[config.mk]
export PLATFORM = sky130hd
export DESIGN_NAME = serial_subtractor
export DESIGN_NICKNAME = d
export VERILOG_FILES = /design/src/rtl/serial_subtractor.sv
export SDC_FILE = /design/constraint.sdc
export NUM_CORES = 1
export LEC_CHECK = 0
export ABC_CLOCK_PERIOD_IN_PS = 2900
export CORE_UTILIZATION = 30
export CTS_CLUSTER_DIAMETER = 50
export DETAILED_ROUTE_END_ITERATION = 12
export SYNTH_ARGS = -nofsm -noshare
export SYNTH_HDL_FRONTEND = slang
export SYNTH_SLANG_ARGS = --single-unit
[constraint.sdc]
create_clock -name clk -period 2.9 [get_ports clk]
set_input_delay 0.435 -clock clk [delete_from_list [all_inputs] [get_ports clk]]
set_output_delay 0.435 -clock clk [all_outputs]
set_load 0.01 [all_outputs]
[src/rtl/serial_subtractor.sv]
// serial_subtractor
//   Bit-serial unsigned subtractor. Computes difference = (a - b) mod 2^WIDTH
//   and a final borrow, one bit per clock, LSB first. A 1-bit full-subtractor
//   cell feeds a registered borrow flip-flop. Operands are taken on an
//   accepted start, and the result is published on the edge into DONE.
//
// Ports
//   clk         in   1      rising-edge clock
//   rst         in   1      asynchronous active-high reset
//   start       in   1      request; accepted only in IDLE or DONE
//   a           in   WIDTH  minuend, captured on the accepting edge
//   b           in   WIDTH  subtrahend, captured on the accepting edge
//   busy        out  1      high while in SHIFT
//   done        out  1      one-cycle pulse when the result becomes valid
//   difference  out  WIDTH  result, held until the next result is published
//   borrow_out  out  1      final borrow (a < b), held like difference
//
// FSM states
//   state   | meaning
//   --------+-------------------------------------------------------------
//   S_IDLE  | waiting for start
//   S_SHIFT | one bit step per cycle, WIDTH cycles
//   S_DONE  | result valid, done=1 for one cycle; start here is accepted

module serial_subtractor #(
    parameter int WIDTH = 8
) (
    input  logic             clk,
    input  logic             rst,
    input  logic             start,
    input  logic [WIDTH-1:0] a,
    input  logic [WIDTH-1:0] b,
    output logic             busy,
    output logic             done,
    output logic [WIDTH-1:0] difference,
    output logic             borrow_out
);

    localparam int CW = $clog2(WIDTH) + 1;

    localparam logic [1:0] S_IDLE  = 2'd0;
    localparam logic [1:0] S_SHIFT = 2'd1;
    localparam logic [1:0] S_DONE  = 2'd2;

    logic [1:0]       state;
    logic [WIDTH-1:0] sa;
    logic [WIDTH-1:0] sb;
    logic             bff;
    logic [CW-1:0]    cnt;

    logic             x;
    logic             y;
    logic             d;
    logic             bout;
    logic             accept;
    logic             last_step;
    logic [WIDTH-1:0] sa_next;

    // Full-subtractor cell on the current LSBs.
    always_comb begin
        x    = sa[0];
        y    = sb[0];
        d    = x ^ y ^ bff;
        bout = (~x & y) | (~(x ^ y) & bff);
    end

    // The minuend register doubles as the result register. Each step, the
    // difference bit enters at the MSB end, which the right shift has just
    // vacated. After WIDTH steps the register holds the full result, LSB at bit 0.
    assign sa_next   = {d, sa[WIDTH-1:1]};
    assign accept    = start && ((state == S_IDLE) || (state == S_DONE));
    assign last_step = (cnt == CW'(WIDTH - 1));

    always_ff @(posedge clk or posedge rst) begin
        if (rst) begin
            state      <= S_IDLE;
            sa         <= '0;
            sb         <= '0;
            bff        <= 1'b0;
            cnt        <= '0;
            difference <= '0;
            borrow_out <= 1'b0;
        end else begin
            case (state)
                S_IDLE, S_DONE: begin
                    if (accept) begin
                        sa    <= a;
                        sb    <= b;
                        bff   <= 1'b0;
                        cnt   <= '0;
                        state <= S_SHIFT;
                    end else begin
                        state <= S_IDLE;
                    end
                end
                S_SHIFT: begin
                    sa  <= sa_next;
                    sb  <= {1'b0, sb[WIDTH-1:1]};
                    bff <= bout;
                    cnt <= cnt + CW'(1);
                    if (last_step) begin
                        difference <= sa_next;
                        borrow_out <= bout;
                        state      <= S_DONE;
                    end
                end
                default: state <= S_IDLE;
            endcase
        end
    end

    // Both flags decode from the registered state only.
    assign busy = (state == S_SHIFT);
    assign done = (state == S_DONE);

endmodule

Word level (Yosys, flattened, before mapping)
Index checks and enable logic that the tools add are counted.
Operators by class
  $lt $le $gt $ge: 0
  bitwise gates (word level): 7
  eq/ne operators: 5
  $add $sub $neg: 1
  divide/modulo/power cells: 0
  reductions and logical operators: 7
  $mul: 0
  mux-type cells: 11
  shifts and indexed selects: 0
Operators by type and width (count)
  case mux 8 bit (2 select lines): 2
  2-to-1 mux 8 bit: 2
  case mux 4 bit (2 select lines): 1
  adder 4 x 1 -> 4 bit (second input constant): 1
  == test 4 x 3 -> 1 bit (second input constant): 1
  2-to-1 mux 4 bit: 1
  case mux 2 bit (2 select lines): 1
  AND reduction 2 bit: 2
  AND 1 bit: 2
  == test 2 x 1 -> 1 bit (second input constant): 1
  == test 2 bit (second input constant): 1
  zero test 2 bit: 1
  2-to-1 mux 1 bit: 2
  2-to-1 mux 2 bit: 1
  inequality test 2 x 1 -> 1 bit (second input constant): 1
  inequality test 2 bit (second input constant): 1
  inverter 1 bit: 2
  case mux 1 bit (2 select lines): 1
  nonzero test 2 bit: 1
  OR reduction 2 bit: 1
  bitwise XOR 1 bit: 2
  logical AND 1 bit: 1
  logical OR 1 bit: 1
  bitwise OR 1 bit: 1
Word-level totals
  memories: 0
  input port bits: 19
  output and inout bits: 11
  flip-flop bits (word level): 32
  bits in latches: 0
  ROM bits: 0
  memory bits (writable): 0

Depth between registers and ports, before layout
  word-level depth: 5
  depth in mapped cells: 6
  depth with buffers taken out: 4

Worst setup path after synthesis
OpenSTA, ideal clock, no wires.
  path kind: flip-flop to flip-flop
  start: register state[1]
  end: register difference[0]
  stages on the path, launching flop included: 5
  data required time: 2775 ps
  path slack: 1437 ps
  setup time: 125 ps
  arrival time: 1338 ps
  clock period less this slack: 1463 ps
  cells stage by stage: dfrtp_1 > nand2b_1 > buf_6 > nor3_4 > mux2_2
Between the ends
  longest elaborated chain between the ends: 2
RTL lines
  from (decl): line 45  | logic [1:0] state;
  from (signal assigned): line 76  | state <= S_IDLE;
  from (signal assigned): line 91  | state <= S_SHIFT;
  from (signal assigned): line 93  | state <= S_IDLE;
  == test 2 x 1 -> 1 bit: line 84  | case (state)
  AND reduction 2 bit (no source line)
  to (signal assigned): line 102  | difference <= sa_next;
  to (decl): line 35  | output logic [WIDTH-1:0] difference,
No other way between the ends.
A chain may end at the register's enable or synchronous reset.

Worst setup path in the final report
  start: register state[1]
  end: output port busy
Between the ends
  longest elaborated chain between the ends: 1
RTL lines
  == test 2 x 1 -> 1 bit: line 113  | assign busy = (state == S_SHIFT);
  to (decl): line 33  | output logic busy,
No other way between the ends.

==> results.py <==
metrics = {
    "status": {
        "status": "finished, final reports clean",
    },
    "power": {
        "pwr-share-clk_pct": 18.5,
        "vdd_ir_drop_max_mv": 0.450,
        "seq_power_share_pct": 40.3,
        "p_int_mw": 1.28,
        "netSwitchingFraction_pct": 35.0,
        "p_leak_nw": 0.819,
        "pwr_density_cell_nw_per_um2": 1080,
        "switching_power_uw": 690,
        "combPwrFrac_pct": 41.2,
    },
    "worst_setup_path": {
        "path_cells": "nand2b_1 > inv_1 > clkdlybuf4s50_1",
        "critPathLaunchType": "flip-flop",
        "worst_path_largest_cell_delay_ns": 0.55,
        "worst_ep_arrival_time_ns": 1.66,
        "endpoint_kind": "output port",
        "required_ns": 2.47,
        "critical-path-top-delay-family": "buffers and inverters",
        "startpoint": "state[1]",
        "crit_fanout": 6,
        "rr_startpoint": "state[1]",
        "worst-setup-path-type": "reg2out",
        "critPathBufInv": 2,
        "crit_slowest_cell": "clkdlybuf4s50_1",
    },
    "global_route": {
        "grt_pass1_vias": 1063,
        "busiest_layer": "met2",
        "antenna_found_initial": 0,
        "met2_usage_pct": 20.9,
        "met1_usage_pct": 19.5,
        "grt_max_degree": 33,
        "grt_pass1_wl_um": 5290,
        "grt_usage_pct": 14.2,
        "grt-ovfl-total": 0,
        "grtUsageMet3_pct": 4.65,
    },
    "placement": {
        "gp_congestion": 0.751,
        "dp.cells": 197,
        "io_buffer_count": 29,
        "placed_area_um2": 1720,
        "dp_hpwl_um": 2120,
        "place_ws_ns": 1.05,
    },
    "die": {
        "dieArea_um2": 4870,
        "die_h_um": 69.8,
        "core_area_um2": 4380,
        "rows": 24,
        "start_util_pct": 31.4,
        "pin_count": 30,
        "die_w_um": 69.8,
    },
    "clock_network": {
        "ctsHoldBuffers": 0,
        "cts.path.max_buffers": 2,
        "h-tree-depth": 2,
        "post_cts_resized": 0,
        "insertion_delay_ns": 0.28,
        "cts_buffers": 5,
        "clkSlewWorstSetupHoldPaths_ns": 0.06,
        "cts_tree": "done",
        "root_buffer": "clkbuf_8",
        "cts_setup_buffers": 0,
        "clkSinkCount": 32,
    },
    "route": {
        "vias": 1011,
        "drtPass1Iterations": 4,
        "drcViolationCount": 0,
        "wl_per_cell_um": 15.1,
        "via_per_inst": 4.96,
        "ant_nets": 0,
        "drt_iter0_drc": 53,
        "routed_wl_um": 3090,
    },
    "synthesis": {
        "synth_area_um2": 1380,
        "ys_seq_elements": 32,
        "synth_flop_cell": "dfrtp_1",
        "synth_commonest_cells": "32 x dfrtp_1, 17 x nand2_1, 14 x a22oi_1, 14 x nand3_1, 8 x mux2_2",
        "ys_warn_count": 0,
        "ys_seq_area_share_pct": 58.1,
        "synth_top_area_share_pct": 58.1,
        "synth_edf_count": 0,
        "synthTopCellsByArea": "dfrtp_1 58%, a22oi_1 7.6%, mux2_2 6.5%, nand3_1 5.1%, nand2_1 4.6%",
        "synth.most_common_cell": "dfrtp_1",
        "synth_area_per_cell_um2": 11.5,
        "synthArstFlopShare_pct": 100,
        "ys_types": 24,
        "syn-instance-count": 120,
        "synth_area_leader_cell": "dfrtp_1",
        "synth_nets": 141,
    },
    "cells_and_area": {
        "fin_area_um2": 1820,
        "fin_cells": 204,
        "nFillCells": 440,
        "diodes": 0,
        "drive_gt1_share_pct": 13.2,
        "syn_to_final_growth_pct": 32.1,
        "fin_nets": 173,
    },
    "timing": {
        "slew_headroom_pct": 59.2,
        "maxSlewViolCount": 0,
        "period_share_pct": 72.2,
        "hold_violations": 0,
        "worst_pin_slew_ns": 0.611,
        "layout_setup_ws_ns": 0.807,
        "period_needed_ns": 2.09,
        "skew_ns": 0.00461,
        "fmax_mhz": 478,
        "grt_setup_unrepaired": "false",
        "setup_violations": 0,
        "finalSetupTns_ns": 0,
    },
    "worst_hold_path": {
        "hold_path_class": "reg2reg",
        "hp-start": "sb[3]",
    },
    "flow_run": {
        "drv_cap": 0,
    },
}
## worst min-delay path, stage by stage (launching register included)
cell and delay, ns:
dfrtp_1 0.34, nand3_1 0.07, nand2_1 0.06
## flip-flops by register name (all words and copies together) (netlist names)
| signal | cells |
|---|---|
| difference | 8 |
| sa | 8 |
| state | 2 |
| borrow_out | 1 |
| bff | 1 |
| sb | 8 |
| cnt | 4 |
## stage by stage
step	power [mW]	hold slack, ns	util, %
2_1_floorplan	1.31	0.456	-
3_3_place_gp	1.58	0.476	39.3
3_5_place_dp	1.62	0.486	39.3
4_1_cts	2.00	0.509	41.5
5_1_grt	2.12	0.532	41.5
6_report	1.97	0.507	41.5
## cell usage in the layout (no fill, tap or decap)
cell             instances
nor3_4                   1
a22o_1                   3
nor2b_1                  2
nand2_1                 17
clkdlybuf4s50_1         29
buf_4                    4
a221o_1                  1
nor3_1                   1
nand3_1                 14
fa_1                     1
o2bb2ai_1                1
nand2b_1                 2
a22oi_1                 14
o21ai_0                  1
dfrtp_1                 32
and2b_1                  1
mux2_2                   8
clkbuf_8                 7
inv_1                    5
ha_1                     1
xnor2_1                  1
nand4_1                  1
mux2i_1                  3
nor2_1                   2
## power groups by stage
stage          registers, mW  logic (mW)  clock network, mW
6_report               0.795       0.813              0.365
5_1_grt                0.824       0.907              0.394
4_1_cts                0.796       0.824              0.379
3_5_place_dp           0.803       0.812                  0
3_3_place_gp           0.790       0.795                  0
2_1_floorplan          0.795       0.518                  0
## metal layers
layer | vias to the layer above | part of all wire (%)
met5 | - | 0
met1 | 495 | 50
met3 | 4 | 3.9
met2 | 27 | 45
met4 | 0 | 1.3
li1 | 485 | -
## cell type report
type / instances / area [µm²] / share of cell area (%)
Multi-Input combinational cell: 75 / 518 / 28.5
Inverter: 5 / 18.8 / 1.03
Sequential cell: 32 / 801 / 44.0
Tap cell: 52 / 65.1 / 3.58
Clock buffer: 7 / 96.3 / 5.30
Timing Repair Buffer: 33 / 320 / 17.6
## worst paths after layout
check / cells past startpoint / slack (ns) / end
min in group asynchronous: 3 / 0.53 / difference[6]
worst min register to register: 2 / 0.51 / sb[3]
worst min-delay path: 2 / 0.51 / sb[3]
max in group asynchronous: 3 / 2.07 / cnt[0]
worst max-delay path: 3 / 0.81 / busy
worst max register to register: 3 / 1.16 / difference[0]
## cell families (layout without fill, tap and decap cells)
logic type,Yosys count,in the layout,share of synthesized area (%)
simple gates,41,41,14.6
flops,32,32,58.1
compound gates,20,20,11.3
buf+inv,13,45,4.27
mux,11,11,8.72
fa+ha+maj,2,2,2.36
xor+xnor,1,1,0.636
Power figures use the tool's default switching activity.
